[src/rtl/game_mem_pkg.sv]
// Shared definitions for the game_mem arbiter: FSM state encoding, requester
// indices and default widths. Build option GAME_MEM_ARB_RR_EN selects
// round-robin arbitration (see mem_arb_select / game_mem_arbiter).
package game_mem_pkg;

    localparam int ADDR_W_DEF = 5;
    localparam int DATA_W_DEF = 8;
    localparam int N_REQ_DEF  = 3;

    // Requester port assignments
    localparam int REQ_SCORE = 0;
    localparam int REQ_TOP   = 1;
    localparam int REQ_HEX   = 2;

    typedef enum logic [1:0] {
        ST_IDLE    = 2'd0,
        ST_GRANT   = 2'd1,
        ST_RD_WAIT = 2'd2,
        ST_RD_DONE = 2'd3
    } arb_state_t;

    // Index width for a requester count; never narrower than one bit.
    function automatic int idx_width(input int n);
        return (n > 1) ? $clog2(n) : 1;
    endfunction

endpackage

[src/rtl/mem_arb_select.sv]
// Combinational winner selection for the game_mem arbiter.
// Requesters are scanned circularly starting one past a start index.
// With GAME_MEM_ARB_RR_EN defined the start index is the round-robin pointer;
// otherwise it is pinned to N_REQ-1 so the scan is 0,1,2,... (fixed priority)
// and the pointer input is ignored.
module mem_arb_select
    import game_mem_pkg::*;
#(
    parameter int N_REQ = N_REQ_DEF,
    parameter int IDX_W = idx_width(N_REQ)
) (
    input  logic [N_REQ-1:0] i_req,
    input  logic [IDX_W-1:0] i_ptr,
    output logic             o_any,
    output logic [IDX_W-1:0] o_winner
);

    logic [IDX_W-1:0] w_start;

`ifdef GAME_MEM_ARB_RR_EN
    assign w_start = i_ptr;
`else
    logic w_unused_ptr;
    assign w_unused_ptr = ^i_ptr;
    assign w_start      = IDX_W'(N_REQ - 1);
`endif

    // Walk the requesters in circular order after w_start; first request seen wins.
    always_comb begin
        logic [IDX_W-1:0] v_idx;
        o_any    = 1'b0;
        o_winner = '0;
        v_idx    = w_start;
        for (int k = 0; k < N_REQ; k++) begin
            v_idx = (v_idx == IDX_W'(N_REQ - 1)) ? '0 : v_idx + IDX_W'(1);
            if (!o_any && i_req[v_idx]) begin
                o_any    = 1'b1;
                o_winner = v_idx;
            end
        end
    end

endmodule

[src/rtl/game_mem_arbiter.sv]
// Single-port arbiter in front of game_mem (synchronous RAM, one-cycle read).
// One access outstanding at a time: IDLE arbitrates, GRANT drives the memory,
// reads then spend RD_WAIT (mem_q valid) and RD_DONE (rvalid pulse).
// Build option GAME_MEM_ARB_RR_EN: round-robin instead of fixed 0>1>2 priority.
module game_mem_arbiter
    import game_mem_pkg::*;
#(
    parameter int ADDR_W = ADDR_W_DEF,
    parameter int DATA_W = DATA_W_DEF,
    parameter int N_REQ  = N_REQ_DEF
) (
    input  logic                    clk,
    input  logic                    reset,
    input  logic [N_REQ-1:0]        req,
    input  logic [N_REQ-1:0]        we,
    input  logic [N_REQ*ADDR_W-1:0] addr,
    input  logic [N_REQ*DATA_W-1:0] wdata,
    output logic [N_REQ-1:0]        gnt,
    output logic [N_REQ-1:0]        rvalid,
    output logic [DATA_W-1:0]       rdata,
    output logic                    busy,
    output logic [ADDR_W-1:0]       mem_address,
    output logic [DATA_W-1:0]       mem_data,
    output logic                    mem_wren,
    input  logic [DATA_W-1:0]       mem_q
);

    localparam int IDX_W = idx_width(N_REQ);

    arb_state_t        r_state;
    arb_state_t        w_next_state;
    logic [IDX_W-1:0]  r_winner;
    logic              r_we;
    logic [ADDR_W-1:0] r_mem_address;
    logic [DATA_W-1:0] r_mem_data;
    logic              r_mem_wren;
    logic [DATA_W-1:0] r_rdata;

    logic              w_any;
    logic [IDX_W-1:0]  w_sel;
    logic              w_arb;
    logic [IDX_W-1:0]  w_ptr;
    logic [N_REQ-1:0]  w_winner_1h;

    logic [ADDR_W-1:0] w_addr_arr  [N_REQ];
    logic [DATA_W-1:0] w_wdata_arr [N_REQ];

    for (genvar g = 0; g < N_REQ; g++) begin : g_unpack
        assign w_addr_arr[g]  = addr[g*ADDR_W +: ADDR_W];
        assign w_wdata_arr[g] = wdata[g*DATA_W +: DATA_W];
    end

`ifdef GAME_MEM_ARB_RR_EN
    logic [IDX_W-1:0] r_ptr;

    // Remember the last winner so the next search starts just past it.
    always_ff @(posedge clk) begin
        if (reset) begin
            r_ptr <= IDX_W'(N_REQ - 1);
        end else if (w_arb) begin
            r_ptr <= w_sel;
        end
    end

    assign w_ptr = r_ptr;
`else
    assign w_ptr = IDX_W'(N_REQ - 1);
`endif

    mem_arb_select #(
        .N_REQ (N_REQ),
        .IDX_W (IDX_W)
    ) u_select (
        .i_req    (req),
        .i_ptr    (w_ptr),
        .o_any    (w_any),
        .o_winner (w_sel)
    );

    // Arbitration happens only when idle; requests seen in other states wait.
    assign w_arb       = (r_state == ST_IDLE) && w_any;
    assign w_winner_1h = N_REQ'(1) << r_winner;

    // State register.
    always_ff @(posedge clk) begin
        if (reset) begin
            r_state <= ST_IDLE;
        end else begin
            r_state <= w_next_state;
        end
    end

    // Next-state logic: writes finish in GRANT, reads walk through RD_WAIT/RD_DONE.
    always_comb begin
        w_next_state = r_state;
        case (r_state)
            ST_IDLE:    if (w_any) w_next_state = ST_GRANT;
            ST_GRANT:   w_next_state = r_we ? ST_IDLE : ST_RD_WAIT;
            ST_RD_WAIT: w_next_state = ST_RD_DONE;
            ST_RD_DONE: w_next_state = ST_IDLE;
            default:    w_next_state = ST_IDLE;
        endcase
    end

    // Output decode: grant pulse in GRANT, read-valid pulse in RD_DONE.
    always_comb begin
        gnt    = '0;
        rvalid = '0;
        busy   = (r_state != ST_IDLE);
        case (r_state)
            ST_GRANT:   gnt    = w_winner_1h;
            ST_RD_DONE: rvalid = w_winner_1h;
            default:    ;
        endcase
    end

    // Latch the winning access, drive the memory port, and capture read data.
    always_ff @(posedge clk) begin
        if (reset) begin
            r_winner      <= '0;
            r_we          <= 1'b0;
            r_mem_address <= '0;
            r_mem_data    <= '0;
            r_mem_wren    <= 1'b0;
            r_rdata       <= '0;
        end else begin
            r_mem_wren <= 1'b0;
            if (w_arb) begin
                r_winner      <= w_sel;
                r_we          <= we[w_sel];
                r_mem_address <= w_addr_arr[w_sel];
                r_mem_data    <= w_wdata_arr[w_sel];
                r_mem_wren    <= we[w_sel];
            end
            if (r_state == ST_RD_WAIT) begin
                r_rdata <= mem_q;
            end
        end
    end

    assign mem_address = r_mem_address;
    assign mem_data    = r_mem_data;
    assign mem_wren    = r_mem_wren;
    assign rdata       = r_rdata;

endmodule

[config.mk]
export PLATFORM = sky130hd
export DESIGN_NAME = game_mem_arbiter
export DESIGN_NICKNAME = d
export VERILOG_FILES = /design/src/rtl/game_mem_pkg.sv /design/src/rtl/mem_arb_select.sv /design/src/rtl/game_mem_arbiter.sv
export SDC_FILE = /design/constraint.sdc
export NUM_CORES = 1
export LEC_CHECK = 0
export BUFFER_PORTS_ARGS = -buffer_cell sky130_fd_sc_hd__buf_2
export CAP_MARGIN = 15
export CORE_MARGIN = 8
export CORE_UTILIZATION = 40
export DETAILED_ROUTE_END_ITERATION = 12
export GPL_TIMING_DRIVEN = 0
export HOLD_SLACK_MARGIN = 0.08
export PLACE_DENSITY = 0.75
export SYNTH_ARGS = -nofsm -noshare
export SYNTH_HDL_FRONTEND = slang
export SYNTH_SLANG_ARGS = --single-unit
[constraint.sdc]
create_clock -name clk -period 1.7 [get_ports clk]
set_clock_uncertainty 0.2 [all_clocks]
set_input_delay 0.255 -clock clk [delete_from_list [all_inputs] [get_ports clk]]
set_output_delay 0.255 -clock clk [all_outputs]
set_load 0.1 [all_outputs]
== Word level (Yosys, flattened, before mapping) ==
Index checks and enable logic that the tools add are counted.

* Output and inout bits: 29
* Logic and storage cells: 42
* Flip-flop bits (word level): 27

* Shift-type cells: 1
* Multiplexer cells: 18
* Bitwise operators: 2
* Order comparisons: 2
* Reduce and logical (&&, ||, !) cells: 8
* Equality and inequality tests: 4

{| class="wikitable"
|+ Operators by type and width
! kind !! count
|-
| $bmux W8 S2 || 1
|-
| $mux W8 || 2
|-
| $bmux W5 S2 || 1
|-
| $mux W5 || 2
|-
| $pmux W2 S4 || 1
|-
| $mux W2 || 3
|-
| $mux W3 || 2
|-
| $mux W1 || 5
|-
| $eq A2 B2 Y1 const B || 2
|-
| $ge A3 B3 Y1 const B || 1
|-
| $logic_and A1 B1 Y1 || 3
|-
| $lt A2 B3 Y1 const B || 1
|-
| $not A2 Y3 || 1
|-
| $shl A1 B2 Y3 const A || 1
|-
| $bmux W1 S2 || 1
|-
| $eq A2 B1 Y1 const B || 1
|-
| $logic_not A1 Y1 || 2
|-
| $logic_not A2 Y1 || 1
|-
| $ne A2 B2 Y1 const B || 1
|-
| $reduce_bool A2 Y1 || 1
|-
| $reduce_or A2 Y1 || 1
|-
| $not A1 Y1 || 1
|}

== Depth between registers and ports, before layout ==
* Depth after elaboration: 11
* Gate-level depth with buffers: 7
* Mapped depth without buffers: 4

== By module ==
A second synthesis with hierarchy kept.

* Cells, all modules: 148
* Area total of the unflattened synthesis: 1338.8 um^2

{| class="wikitable"
|+ Modules (own cells, without submodules)
! module !! times used !! area each (um^2) !! cells each
|-
| game_mem_arbiter || 1 || 1316.3 || 145
|-
| mem_arb_select || 1 || 22.5 || 3
|}

== Least setup slack after synthesis ==
Ideal clock, no wire load.

* Path kind: register to output
* Start: register r_state[0]
* End: output port gnt[2]
* Buffers on the path: 1
* Stages on the path, launching flop included: 4
* Arrival time: 2.841 ns
* Slack: -1.596 ns
* Required time: 1.245 ns
* Cell sequence: dfxtp_1 > clkbuf_1 > nand2b_1 > nor3b_1

* Longest elaborated chain between the ends: 2

{| class="wikitable"
|+ RTL lines
! element !! RTL line !! text
|-
| start, declared || game_mem_arbiter.sv:30 || <nowiki>arb_state_t r_state;</nowiki>
|-
| start signal, assigned || game_mem_arbiter.sv:89 || <nowiki>r_state <= w_next_state;</nowiki>
|-
| $eq A2 B1 Y1 || game_mem_arbiter.sv:110 || <nowiki>case (r_state)</nowiki>
|-
| $mux W3 || game_mem_arbiter.sv:110 ||
|-
| end, declared || game_mem_arbiter.sv:18 || <nowiki>output logic [N_REQ-1:0] gnt,</nowiki>
|}

No other way between the ends.

== Final worst setup path ==
* Start: register r_winner[0]
* End: output port gnt[2]

* Longest elaborated chain between the ends: 2

{| class="wikitable"
|+ RTL lines
! element !! RTL line !! text
|-
| start, declared || game_mem_arbiter.sv:32 || <nowiki>logic [IDX_W-1:0] r_winner;</nowiki>
|-
| start signal, assigned || game_mem_arbiter.sv:129 || <nowiki>r_winner <= w_sel;</nowiki>
|-
| $shl A1 B2 Y3 || game_mem_arbiter.sv:82 || <nowiki>assign w_winner_1h = N_REQ'(1) << r_winner;</nowiki>
|-
| $mux W3 || game_mem_arbiter.sv:110 ||
|}

No other way between the ends.

==> metrics.csv <==
metric;value;unit
critical_path_class;reg2out;
path_buf_inv;1;
postRouteAntennaNets;0;
antenna_cells;0;
die_w;79.0;µm
cp-end-kind;output port;
place_congestion;0.795;
p_total;0.00210;W
rsz0062_at_grt;yes;
path_cells;nand2b_4 > nor3b_4 > buf_12;
pin_count;84;
syn_nets;241;
clk_pin_slew_worst_paths;0.09;ns
clock_sinks;27;
insertion_delay;0.27;ns
power_leakage;1.10;nW
arrival;1.26;ns
io_buffer_count;80;
max_freq;584;MHz
chipHeight;79.0;µm
cts_tree;done;
htreeDepth;1;
setup_ws;-0.0123;ns
clockBufferDepth;2;
drc;0;
yosys_warnings;0;
routed_wl;4830;µm
antenna_found_initial;0;
core-area;3910;µm²
rows;23;
avgRoutedWirePerCell;14.0;µm
max_stage_delay;0.35;ns
layout_commonest_cell;buf_2;
cts_buffers;3;
placed_area;2120;µm²
postSynthCellCount;186;
crit_fanout;4;
ir_worst_vdd;0.428;mV
hold_class;in2reg;
critPathLaunchType;flip-flop;
crit_required;1.24;ns
drive_gt1_frac;0.473;
cts.root.buffer_cell;clkbuf_8;
violations;setup timing;
status;complete, but fails checks;
synth_area;1590;µm²
grt_pass1_wl;7850;µm
drtPass1Iterations;4;
setup_viol;1;
layout.nets;350;
cellPowerDensity;842;nW/µm²
vias;1686;
cp-startpoint;r_winner[0];
initial_core_util;0.406;
mostFrequentLayoutCells;74 x buf_2, 42 x nand2_1, 25 x a21oi_1, 23 x dfxtp_1, 21 x dlygate4sd3_1;
avgSynthCellArea;8.54;µm²
crit_family;simple AND/OR/NAND/NOR gates;
grt_overflow;0;
maxSlewViolCount;0;
area_growth;57.2;%
grt_max_degree;17;
grt_pass1_vias;1714;
ys_seq_area_frac;0.340;
synth_cell_type_count;27;
cpMaxStageDelayCell;dfxtp_2;
die_area;6250;µm²
fin_crit_sh;1.01;
fin_area;2500;µm²
ys_ff_latch;27;
slew_headroom;0.645;
vias_per_cell;4.90;
grt_use_total;0.153;
cap_violations;0;
dr.first_iter.drc_count;59;
place_hpwl;3440;µm
hold_viol;0;
worstHoldStart;wdata[3];
fill_cells;343;
worst_pin_slew;0.531;ns
reg2reg_slack;0.09;ns
period_needed;1.71;ns
-- state kept, by name, summed over array words and instances, names as in the netlist, named ones only --
name,flops
r_state,1
r_we,1
mem_address,5
mem_data,8
r_winner,2
mem_wren,1
rdata,8
-- kinds of logic after synthesis --
family,after synthesis,share of synthesized area
AND/OR/NAND/NOR,84,0.268
AO/OA/AOI/OAI,54,0.271
flip-flops,27,0.340
buffers and inverters,21,0.121
-- path summary, 6_finish.rpt --
kind | end | cells past startpoint
max reg2reg | rdata[5] | 6
max | gnt[2] | 3
min | mem_data[3] | 3
min reg2reg | rdata[3] | 2
-- worst reg2reg max path: stages, from the launching register on --
cell	delay (ns)
dfxtp_2	0.35
buf_8	0.15
buf_4	0.13
nor2b_1	0.11
clkbuf_1	0.33
nand2_1	0.10
a21oi_1	0.17
-- per-layer routing --
metal  up-vias  track usage  part of all wire
met5         -            0                 0
met4         0       0.0500             0.010
met3         2       0.0372             0.064
met2        59        0.267              0.51
met1       763        0.178              0.42
li1        862            -                 -
-- synth_stat cells, drive strengths merged --
cell type	instances	area share
clkbuf	12	0.060
nand2b	5	0.020
a21o	13	0.072
a21oi	25	0.079
o32ai	1	0.0055
a311oi	13	0.11
dlymetal6s2s	1	0.0079
o21ai	1	0.0031
inv	1	0.0024
buf	7	0.051
o21bai	1	0.0047
nor3b	1	0.0047
and2	1	0.0055
dfxtp	27	0.34
and4b	1	0.0063
or3b	1	0.0055
nand2	43	0.10
nor2	9	0.023
nand3b	15	0.071
nor3	5	0.016
nor2b	2	0.0079
or3	1	0.0071
-- report_power, final --
group	leakage (nW)	total, W	internal [W]	switching, W
clock network	0.0217	0.000377	0.000166	0.000211
logic	0.859	0.000993	0.000315	0.000678
registers	0.224	0.000732	0.000695	0.0000371
total	1.10	0.00210	0.00118	0.000926
-- final cells by class --
cell class,count,area [µm²],area share
multi-input cells,138,928,0.372
inverters,1,3.75,0.00150
repair buffers,105,719,0.288
clock inverters,1,7.51,0.00301
plain buffers,19,186,0.0746
flip-flops and latches,27,548,0.219
well taps,50,62.6,0.0251
clock buffers,3,41.3,0.0165
-- repair_timing --
item | CTS | global route
resized for setup | 24 | 6
pin swaps | 4 | 2
endpoints found under the setup margin | 8 | 15
buffers inserted | 4 | 0
endpoints found under the hold margin | 19 | 1
hold buffers | 20 | 1
-- stage by stage --
stage               std cells  setup TNS [ns]  hold WS (ns)  worst slack (ns)  utilization
floorplan                 186          -0.642         0.191            -0.142            -
global placement          316          -0.599         0.240           -0.0722        0.542
detailed placement        316          -0.823         0.247            -0.106        0.542
CTS                       344        -0.00176        0.0800          -0.00176        0.636
global route              344          -0.119        0.0835           -0.0662        0.638
finish                    344         -0.0123        0.0777           -0.0123        0.638
Note: power is estimated with default switching activity, not from simulation.
